**src/rtl/alu_nibble_sequencer_pkg.sv**
```systemverilog
// Shared types for the nibble sequencer and its 4-bit ALU slice.
// FSM state encoding plus the S select codes both sides agree on.
package alu_nibble_sequencer_pkg;

  typedef enum logic [1:0] {
    IDLE = 2'd0,
    RUN  = 2'd1,
    DONE = 2'd2
  } state_e;

  // arithmetic (M=0) selects, carry_in adds one
  localparam logic [3:0] S_A         = 4'b0000;
  localparam logic [3:0] S_SUB       = 4'b0110;
  localparam logic [3:0] S_ADD       = 4'b1001;
  localparam logic [3:0] S_A_MINUS_1 = 4'b1111;

  // logic (M=1) selects
  localparam logic [3:0] S_ZERO      = 4'b0011;
  localparam logic [3:0] S_XOR       = 4'b0110;
  localparam logic [3:0] S_AND       = 4'b1011;
  localparam logic [3:0] S_ONES      = 4'b1100;

endpackage

```
**src/rtl/alu_nibble_sequencer_if.sv**
```systemverilog
// Request/result handshake bundle of the nibble sequencer.
// Signal suffixes are from the sequencer's point of view.
interface alu_nibble_sequencer_if #(
  parameter int NIBBLES = 4
);
  localparam int W = 4 * NIBBLES;

  logic         start_valid_i;
  logic         start_ready_o;
  logic [W-1:0] op_a_i;
  logic [W-1:0] op_b_i;
  logic [3:0]   sel_i;
  logic         mode_i;
  logic         carry_in_i;

  logic         res_valid_o;
  logic         res_ready_i;
  logic [W-1:0] res_o;
  logic         res_carry_o;
  logic         res_zero_o;

  modport master (
    output start_valid_i, op_a_i, op_b_i,
    output sel_i, mode_i, carry_in_i,
    output res_ready_i,
    input  start_ready_o, res_valid_o,
    input  res_o, res_carry_o, res_zero_o
  );

  modport slave (
    input  start_valid_i, op_a_i, op_b_i,
    input  sel_i, mode_i, carry_in_i,
    input  res_ready_i,
    output start_ready_o, res_valid_o,
    output res_o, res_carry_o, res_zero_o
  );

endinterface

```
**src/rtl/alu_nibble_sequencer_collector.sv**
```systemverilog
// Result register: one nibble written per RUN cycle, LSB first.
// The zero flag is derived from the stored result.
module nibble_result_collector #(
  parameter int NIBBLES = 4,
  parameter int KW      = 2
) (
  input  logic              clk_i,
  input  logic              rst_n_i,
  input  logic              we_i,
  input  logic [KW-1:0]     idx_i,
  input  logic [3:0]        nib_i,
  output logic [4*NIBBLES-1:0] res_o,
  output logic              zero_o
);
  localparam int W = 4 * NIBBLES;

  logic [W-1:0] res_q, res_d;

  always_comb begin
    res_d = res_q;
    if (we_i) begin
      res_d[{idx_i, 2'b00} +: 4] = nib_i;
    end
  end

  always_ff @(posedge clk_i or negedge rst_n_i) begin
    if (!rst_n_i) begin
      res_q <= '0;
    end else begin
      res_q <= res_d;
    end
  end

  assign res_o  = res_q;
  assign zero_o = (res_q == '0);

endmodule

```
**src/rtl/alu_nibble_sequencer.sv**
```systemverilog
// Nibble-serial sequencer driving a 4-bit 74181-style ALU slice.
// Owns the FSM, the inter-nibble carry and the slice drive.
module alu_nibble_sequencer
  import alu_nibble_sequencer_pkg::*;
#(
  parameter int NIBBLES = 4
) (
  input  logic       clk_i,
  input  logic       rst_n_i,
  alu_nibble_sequencer_if.slave io,
  output logic [3:0] alu_s_o,
  output logic       alu_m_o,
  output logic       alu_cn_o,
  output logic [3:0] alu_a_o,
  output logic [3:0] alu_b_o,
  input  logic [3:0] alu_f_i,
  input  logic       alu_cout_i
);
  localparam int W  = 4 * NIBBLES;
  localparam int KW = (NIBBLES > 1) ? $clog2(NIBBLES) : 1;
  localparam logic [KW-1:0] K_LAST = KW'(NIBBLES - 1);

  state_e        state_q, state_d;
  logic [W-1:0]  a_q, a_d;
  logic [W-1:0]  b_q, b_d;
  logic [3:0]    s_q, s_d;
  logic          m_q, m_d;
  logic          cin_q, cin_d;
  logic          carry_q, carry_d;
  logic [KW-1:0] k_q, k_d;
  logic          vld_q, vld_d;
  logic          wr_en;

  always_comb begin
    state_d  = state_q;
    a_d      = a_q;
    b_d      = b_q;
    s_d      = s_q;
    m_d      = m_q;
    cin_d    = cin_q;
    carry_d  = carry_q;
    k_d      = k_q;
    vld_d    = vld_q;
    wr_en    = 1'b0;
    alu_a_o  = '0;
    alu_b_o  = '0;
    alu_s_o  = '0;
    alu_m_o  = 1'b0;
    alu_cn_o = 1'b0;
    unique case (1'b1)
      (state_q == IDLE): begin
        if (io.start_valid_i) begin
          a_d     = io.op_a_i;
          b_d     = io.op_b_i;
          s_d     = io.sel_i;
          m_d     = io.mode_i;
          cin_d   = io.carry_in_i;
          carry_d = 1'b0;
          k_d     = '0;
          state_d = RUN;
        end
      end
      (state_q == RUN): begin
        alu_a_o  = a_q[{k_q, 2'b00} +: 4];
        alu_b_o  = b_q[{k_q, 2'b00} +: 4];
        alu_s_o  = s_q;
        alu_m_o  = m_q;
        // logic mode has no ripple, so every nibble sees the initial carry
        alu_cn_o = (k_q == '0 || m_q) ? cin_q : carry_q;
        wr_en    = 1'b1;
        carry_d  = alu_cout_i;
        if (k_q == K_LAST) begin
          state_d = DONE;
        end else begin
          k_d = k_q + KW'(1);
        end
      end
      (state_q == DONE): begin
        // valid is registered, so it rises one edge after DONE is entered
        vld_d = 1'b1;
        if (vld_q && io.res_ready_i) begin
          vld_d   = 1'b0;
          state_d = IDLE;
        end
      end
      default: begin
        state_d = IDLE;
        vld_d   = 1'b0;
      end
    endcase
  end

  always_ff @(posedge clk_i or negedge rst_n_i) begin
    if (!rst_n_i) begin
      state_q <= IDLE;
      a_q     <= '0;
      b_q     <= '0;
      s_q     <= '0;
      m_q     <= 1'b0;
      cin_q   <= 1'b0;
      carry_q <= 1'b0;
      k_q     <= '0;
      vld_q   <= 1'b0;
    end else begin
      state_q <= state_d;
      a_q     <= a_d;
      b_q     <= b_d;
      s_q     <= s_d;
      m_q     <= m_d;
      cin_q   <= cin_d;
      carry_q <= carry_d;
      k_q     <= k_d;
      vld_q   <= vld_d;
    end
  end

  nibble_result_collector #(
    .NIBBLES (NIBBLES),
    .KW      (KW)
  ) u_collect (
    .clk_i   (clk_i),
    .rst_n_i (rst_n_i),
    .we_i    (wr_en),
    .idx_i   (k_q),
    .nib_i   (alu_f_i),
    .res_o   (io.res_o),
    .zero_o  (io.res_zero_o)
  );

  assign io.start_ready_o = (state_q == IDLE);
  assign io.res_valid_o   = vld_q;
  assign io.res_carry_o   = m_q ? 1'b0 : carry_q;

endmodule

```
**src/flat_wrapper.sv**
```systemverilog
// flat-port wrapper written by rule: the top's interface ports become plain ports
module alu_nibble_sequencer_flat import alu_nibble_sequencer_pkg::*;
#(
  parameter int NIBBLES = 4
)
  (clk_i, rst_n_i, alu_s_o, alu_m_o, alu_cn_o, alu_a_o, alu_b_o, alu_f_i, alu_cout_i, io_start_valid_i, io_op_a_i, io_op_b_i, io_sel_i, io_mode_i, io_carry_in_i, io_res_ready_i, io_start_ready_o, io_res_valid_o, io_res_o, io_res_carry_o, io_res_zero_o);
  alu_nibble_sequencer_if #(.NIBBLES(NIBBLES)) io_i ();
  input  logic clk_i;
  input  logic rst_n_i;
  output logic [3:0] alu_s_o;
  output logic alu_m_o;
  output logic alu_cn_o;
  output logic [3:0] alu_a_o;
  output logic [3:0] alu_b_o;
  input  logic [3:0] alu_f_i;
  input  logic alu_cout_i;
  input wire logic [$bits(io_i.start_valid_i)-1:0] io_start_valid_i;
  input wire logic [$bits(io_i.op_a_i)-1:0] io_op_a_i;
  input wire logic [$bits(io_i.op_b_i)-1:0] io_op_b_i;
  input wire logic [$bits(io_i.sel_i)-1:0] io_sel_i;
  input wire logic [$bits(io_i.mode_i)-1:0] io_mode_i;
  input wire logic [$bits(io_i.carry_in_i)-1:0] io_carry_in_i;
  input wire logic [$bits(io_i.res_ready_i)-1:0] io_res_ready_i;
  output wire logic [$bits(io_i.start_ready_o)-1:0] io_start_ready_o;
  output wire logic [$bits(io_i.res_valid_o)-1:0] io_res_valid_o;
  output wire logic [$bits(io_i.res_o)-1:0] io_res_o;
  output wire logic [$bits(io_i.res_carry_o)-1:0] io_res_carry_o;
  output wire logic [$bits(io_i.res_zero_o)-1:0] io_res_zero_o;
  assign io_i.start_valid_i = io_start_valid_i;
  assign io_i.op_a_i = io_op_a_i;
  assign io_i.op_b_i = io_op_b_i;
  assign io_i.sel_i = io_sel_i;
  assign io_i.mode_i = io_mode_i;
  assign io_i.carry_in_i = io_carry_in_i;
  assign io_i.res_ready_i = io_res_ready_i;
  assign io_start_ready_o = io_i.start_ready_o;
  assign io_res_valid_o = io_i.res_valid_o;
  assign io_res_o = io_i.res_o;
  assign io_res_carry_o = io_i.res_carry_o;
  assign io_res_zero_o = io_i.res_zero_o;
  alu_nibble_sequencer #(.NIBBLES(NIBBLES)) u_core (.clk_i(clk_i), .rst_n_i(rst_n_i), .io(io_i), .alu_s_o(alu_s_o), .alu_m_o(alu_m_o), .alu_cn_o(alu_cn_o), .alu_a_o(alu_a_o), .alu_b_o(alu_b_o), .alu_f_i(alu_f_i), .alu_cout_i(alu_cout_i));
endmodule
```
**config.mk**
```make
export PLATFORM = sky130hd
export DESIGN_NAME = alu_nibble_sequencer_flat
export DESIGN_NICKNAME = d
export VERILOG_FILES = /design/src/rtl/alu_nibble_sequencer_pkg.sv /design/src/rtl/alu_nibble_sequencer_if.sv /design/src/rtl/alu_nibble_sequencer_collector.sv /design/src/rtl/alu_nibble_sequencer.sv /design/src/flat_wrapper.sv
export SDC_FILE = /design/constraint.sdc
export NUM_CORES = 1
export LEC_CHECK = 0
export CAP_MARGIN = 20
export CELL_PAD_IN_SITES_DETAIL_PLACEMENT = 0
export CELL_PAD_IN_SITES_GLOBAL_PLACEMENT = 1
export CORE_MARGIN = 10
export CORE_UTILIZATION = 41
export DETAILED_ROUTE_END_ITERATION = 8
export MAX_ROUTING_LAYER = met4
export PLACE_DENSITY = 0.9
export REMOVE_ABC_BUFFERS = 1
export SYNTH_ARGS = -nofsm -noshare
export SYNTH_HDL_FRONTEND = slang
export SYNTH_SLANG_ARGS = --single-unit
```
**constraint.sdc**
```tcl
create_clock -name clk_i -period 7.4 [get_ports clk_i]
set_clock_uncertainty 0.2 [all_clocks]
set_input_delay 1.48 -clock clk_i [delete_from_list [all_inputs] [get_ports clk_i]]
set_output_delay 1.48 -clock clk_i [all_outputs]
set_load 0.05 [all_outputs]
```
==> qor.csv, run 1 <==
stage,metric,value,unit
status,status,"finished, final reports clean",
grt,grt_usage,13.1,%
synthesis,netlist_area,0.00287,sq mm
route,wl_per_cell,17.4,um
setup_path,r2r_cells,4,
clock_tree,path_clk_slew,0.07,ns
clock_tree,ctsHoldBuffers,0,
clock_tree,cts_setup_buffers,0,
cells_and_area,fin_util,58.1,%
setup_path,r2r_setup_slack,4.59,ns
synthesis,synthTopCellsByArea,"dfrtp_1, mux2_1, mux2i_1",
route,drt_wl_total,6.86,mm
cells_and_area,area_growth,37.8,%
route,remaining_drc_errors,0,
synthesis,synthArstFlopShare,100,%
setup_path,critPathArrivalTime,3.35,ns
clock_tree,clock_sinks,60,
cells_and_area,antenna-diode-count,0,
die,dieArea,0.0107,sq mm
setup_path,startpoint,u_core.k_q[1],
setup_path,required,5.72,ns
die,core_area,0.00679,sq mm
synthesis,synth_top_area_share,52.4,%
placement,detailed_place_hpwl,4.96,mm
clock_tree,clk_path_buf_depth,2,
synthesis,seq_area_frac_synth,52.4,%
synthesis,synth_flop_cell,dfrtp_1,
route,firstDrtPassIters,4,
timing,relSlewSlack,33.8,%
cells_and_area,final_cell_mix,"clkdlybuf4s50_1, dfrtp_1, mux2_1",
clock_tree,ctsRootBufferMaster,clkbuf_8,
setup_path,reg2reg_to,u_core.u_collect.res_o[14],
flow_run,max-cap-violations,0,
die,fp-row-count,30,
grt,grt-ovfl-total,0,
grt,grt_pass1_wl,11.2,mm
synthesis,ys_ff_latch,60,
setup_path,r2r_start,u_core.k_q[1],
synthesis,synth.avg_cell_area,13.4,sq um
timing,fin_setup_tns,0,ns
route,drtAntennaViolNets,0,
setup_path,cp-end-kind,output port,
synthesis,synth_cells,214,
cells_and_area,finalNetCount,345,
timing,fin_crit,5.03,ns
timing,slew_viol_final,0,
die,die_y,104,um
synthesis,synth_top_area_cell,dfrtp_1,
min_path,hp-class,register to register,
grt,antenna_found_initial,0,
route,via_per_inst,5.17,
die,die_w,104,um
setup_path,critPathKind,register to output port,
synthesis,synth_edf_count,0,
clock_tree,cts_tree,done,
timing,hold_violations,0,
timing,worst_pin_slew,0.993,ns
cells_and_area,final_common_cell,clkdlybuf4s50_1,
die,start_util,42.2,%
setup_path,endpoint,alu_cn_o,
route,num_vias,2036,
cells_and_area,drive_gt1_share,12.1,%
placement,gp_congestion,0.791,
timing,finalSetupViolations,0,
clock_tree,numCtsBuffers,9,
grt,grt_pass1_vias,2191,
synthesis,yosysWarningCount,0,
timing,max_freq,199,MHz
timing,rsz0062_at_grt,false,
grt,grt_start_max_net_pins,61,
setup_path,worst-path-max-fanout,21,
synthesis,ys_types,40,
clock_tree,cts-htree-levels,3,
die,pin_count,81,
clock_tree,cts-resized-gates,0,
setup_path,startpoint_type,register,
route,drt_iter0_drc,58,
placement,numPortBuffers,80,
clock_tree,clk_latency,0.34,ns
timing,post-route-period-util,67.9,%
[per-layer routing]
| layer | share of wire (%) | track usage (%) |
|---|---|---|
| met1 | 49 | 16.7 |
| met5 | 0 | - |
| met4 | 1.4 | 5.44 |
| met3 | 5.2 | 3.97 |
| met2 | 45 | 18.7 |
[layout make-up]
| type | count | area (sq um) |
|---|---|---|
| clock buffers | 11 | 141 |
| clock inverters | 5 | 75.1 |
| fillers | 575 | 2840 |
| inverters | 5 | 18.8 |
| multi-input cells | 135 | 1280 |
| flip-flops and latches | 60 | 1500 |
| well taps | 96 | 120 |
| repair buffers | 82 | 811 |
[flip-flops by register name, summed over array words and instances, names as in the netlist]
| register | count |
|---|---|
| u_core.a_q | 16 |
| u_core.b_q | 16 |
| u_core.carry_q | 1 |
| u_core.cin_q | 1 |
| u_core.io.res_valid_o | 1 |
| u_core.k_q | 2 |
| u_core.m_q | 1 |
| u_core.s_q | 4 |
| u_core.state_q | 2 |
| u_core.u_collect.res_o | 16 |
[metrics by stage]
step	area, sq um	cells	setup WS (ns)	hold slack (ns)
6_report	3950	394	2.37	0.279
5_1_grt	3950	394	2.21	0.290
3_5_place_dp	3730	378	2.70	0.267
2_1_floorplan	2800	200	3.19	0.249
4_1_cts	3950	394	2.34	0.283
3_3_place_gp	3730	378	2.77	0.259
[worst min path at each step]
stage,slack [ns],start,end,depth (start not counted)
2_1_floorplan,0.25,u_core.s_q[0],u_core.s_q[0],1
3_3_place_gp,0.26,u_core.s_q[2],u_core.s_q[2],1
3_5_place_dp,0.27,u_core.s_q[0],u_core.s_q[0],1
4_1_cts,0.28,u_core.s_q[0],u_core.s_q[0],1
5_1_grt,0.29,u_core.s_q[0],u_core.s_q[0],1
6_report,0.28,u_core.s_q[0],u_core.s_q[0],1
[worst max-delay path, cell delays in order (launching register included)]
cell and delay (ns):
dfrtp_1 0.99, inv_1 0.20, ha_1 0.36, or3b_2 0.47
a21oi_1 0.13, clkdlybuf4s50_1 0.83
[synthesized netlist by cell type, drive strengths merged, types with 5 or more instances]
cell type / number
buf: 10
o22ai: 8
mux2: 40
and2: 5
inv: 5
a32o: 8
mux2i: 16
dfrtp: 60
ha: 5
nor4bb: 6
[cells by family (layout without fill, tap and decap cells)]
logic type / after synthesis / count (layout) / synth area share (%)
compound gates: 32 / 32 / 9.69
fa+ha+maj: 5 / 5 / 2.18
buf+inv: 19 / 103 / 3.10
flops: 60 / 60 / 52.4
mux: 56 / 56 / 21.3
simple gates: 42 / 42 / 11.3
Power of run 1 is left out: the tool's default activity adds up to more than one toggle a clock period on the data nets, which glitch-free logic cannot reach.
==> run 2, diff against run 1 <==
--- a/config.mk
+++ b/config.mk
@@ -9,10 +9,10 @@
 export CELL_PAD_IN_SITES_DETAIL_PLACEMENT = 0
 export CELL_PAD_IN_SITES_GLOBAL_PLACEMENT = 1
 export CORE_MARGIN = 10
-export CORE_UTILIZATION = 41
+export CORE_UTILIZATION = 38
 export DETAILED_ROUTE_END_ITERATION = 8
 export MAX_ROUTING_LAYER = met4
-export PLACE_DENSITY = 0.9
+export PLACE_DENSITY = 0.85
 export REMOVE_ABC_BUFFERS = 1
 export SYNTH_ARGS = -nofsm -noshare
 export SYNTH_HDL_FRONTEND = slang
==> constraint.sdc (replaced) <==
create_clock -name clk_i -period 5 [get_ports clk_i]
set_clock_uncertainty 0.2 [all_clocks]
set_input_delay 1 -clock clk_i [delete_from_list [all_inputs] [get_ports clk_i]]
set_output_delay 1 -clock clk_i [all_outputs]
set_load 0.05 [all_outputs]
==> run 2 against run 1 <==
First-iteration DRC count decreased by 48%. Wire length increased by 0.93%. Cell count increased by 1.3%. Cell area increased by 1.3%. Count of clock-buffer cells in the layout increased by 1. Global-route usage decreased by 0.42 points. Critical path depth unchanged. Non-clock buffer count increased by 2. Sequential share of layout area decreased by 0.50 points. Utilization decreased by 3.2 points. Register-to-register slack got worse by 2.1 ns. Worst hold slack about the same.
==> qor.csv, run 2 (synthesis gave the netlist of run 1 again) <==
stage,metric,value,unit
clock_tree,clk_latency,0.34,ns
cells_and_area,antenna-diode-count,0,
clock_tree,numCtsBuffers,9,
power_and_ir_drop,ir_drop,0.361,mV
cells_and_area,final_common_cell,clkdlybuf4s50_1,
setup_path,cp_cell_sequence,"inv_1, ha_1, or3b_2, a21oi_1, clkdlybuf4s50_1",
die,start_util,39.3,%
setup_path,startpoint_type,register,
die,core_area,0.00729,sq mm
grt,grt_pass1_vias,2253,
setup_path,critPathKind,register to output port,
min_path,hp-class,register to register,
setup_path,required,3.80,ns
setup_path,cp_slowest_cell,clkdlybuf4s50_1,
timing,worst_pin_slew,0.690,ns
clock_tree,clock_sinks,60,
die,fp-row-count,31,
clock_tree,ctsRootBufferMaster,clkbuf_8,
route,wl_per_cell,17.3,um
timing,post-route-period-util,84.1,%
power_and_ir_drop,total_power,3.28,mW
timing,hold_violations,0,
setup_path,reg2reg_to,u_core.u_collect.res_o[15],
timing,relSlewSlack,53.9,%
timing,rsz0062_at_grt,false,
power_and_ir_drop,p_leak,1.65,nW
cells_and_area,finalNetCount,347,
route,firstDrtPassIters,4,
die,die_y,107,um
setup_path,critPathArrivalTime,3.01,ns
route,drt_wl_total,6.92,mm
die,pin_count,81,
min_path,hold_path_depth,1,
placement,detailed_place_hpwl,5.13,mm
placement,numPortBuffers,80,
grt,antenna_found_initial,0,
timing,fin_setup_tns,0,ns
status,status,"finished, final reports clean",
timing,slew_viol_final,0,
placement,gp_congestion,0.775,
clock_tree,path_clk_slew,0.07,ns
route,num_vias,2075,
cells_and_area,final_cell_area,0.00400,sq mm
clock_tree,cts-resized-gates,0,
setup_path,cp-end-kind,output port,
setup_path,cpPeakStageDelay,0.83,ns
setup_path,r2r_cells,4,
setup_path,r2r_setup_slack,2.53,ns
clock_tree,clk_path_buf_depth,2,
clock_tree,cts_setup_buffers,0,
grt,grt_usage,12.7,%
grt,grt-ovfl-total,0,
timing,fin_crit,4.21,ns
placement,placed_cell_area,0.00375,sq mm
cells_and_area,area_growth,39.6,%
route,drtAntennaViolNets,0,
route,via_per_inst,5.20,
cells_and_area,final_cell_mix,"clkdlybuf4s50_1, dfrtp_1, mux2_1",
timing,finalSetupViolations,0,
route,remaining_drc_errors,0,
clock_tree,cts-htree-levels,3,
die,die_w,107,um
timing,max_freq,238,MHz
grt,grt_start_max_net_pins,49,
setup_path,worst-path-max-fanout,19,
min_path,hold_start,u_core.s_q[3],
route,drt_iter0_drc,30,
clock_tree,cts_tree,done,
power_and_ir_drop,p_per_area,818,mW/mm^2
clock_tree,ctsHoldBuffers,0,
cells_and_area,drive_gt1_share,12.7,%
setup_path,r2r_start,u_core.k_q[0],
die,dieArea,0.0114,sq mm
flow_run,max-cap-violations,0,
grt,grt_pass1_wl,11.2,mm
min_path,min_to,u_core.s_q[3],
[run 2: cell count changes in the layout (fill, tap and decap cells not counted)]
cell       previous run  this run
bufinv_16             2         3
clkbuf_8             10        11
clkinv_2              3         1
buf_4                 2         4
[run 2: cell type report]
class	count	area [sq um]
Fill cell	648	3290
Sequential cell	60	1500
Multi-Input combinational cell	135	1280
Timing Repair Buffer	84	826
Clock buffer	12	155
Tap cell	99	124
Clock inverter	4	95.1
Inverter	5	18.8
[run 2: worst max-delay path, delay by kind of cell (launching register included)]
kind            cells  cell delay, ns
buf+inv             2            1.00
flops               1            0.68
fa+ha+maj           1            0.36
simple gates        1            0.48
compound gates      1            0.15
[run 2: metrics by stage]
step	instances	hold slack [ns]	utilization [%]	worst slack, ns
after detailed placement	383	0.268	51.5	1.17
after CTS	399	0.283	54.9	0.780
after floorplan	200	0.249	-	1.27
final	399	0.279	54.9	0.795
after global placement	383	0.259	51.5	1.25
after global routing	399	0.301	54.9	0.642
[run 2: how the worst max path moves through the flow]
stage                  startpoint       end  slack [ns]  depth (start not counted)
CTS                 u_core.k_q[0]  alu_cn_o        0.78                          5
floorplan           u_core.k_q[1]  alu_cn_o        1.27                          4
global route        u_core.k_q[0]  alu_cn_o        0.64                          5
global placement    u_core.k_q[0]  alu_cn_o        1.25                          5
detailed placement  u_core.k_q[0]  alu_cn_o        1.17                          5
finish              u_core.k_q[0]  alu_cn_o        0.79                          5
[run 2: metal layers]
layer	track usage, %	part of all wire [%]	vias to the layer above
met5	-	0	-
met4	6.09	1.6	0
met3	4.49	7.0	11
met2	18.7	44	67
met1	15.1	47	1018
li1	-	-	979
[run 2: where the power goes]
group          leakage, nW  switching [mW]  internal (mW)
sequential           0.741           0.174          0.723
clock                0.127           0.186          0.358
combinational        0.781            1.11          0.725
(Power assumes the default switching activity.)
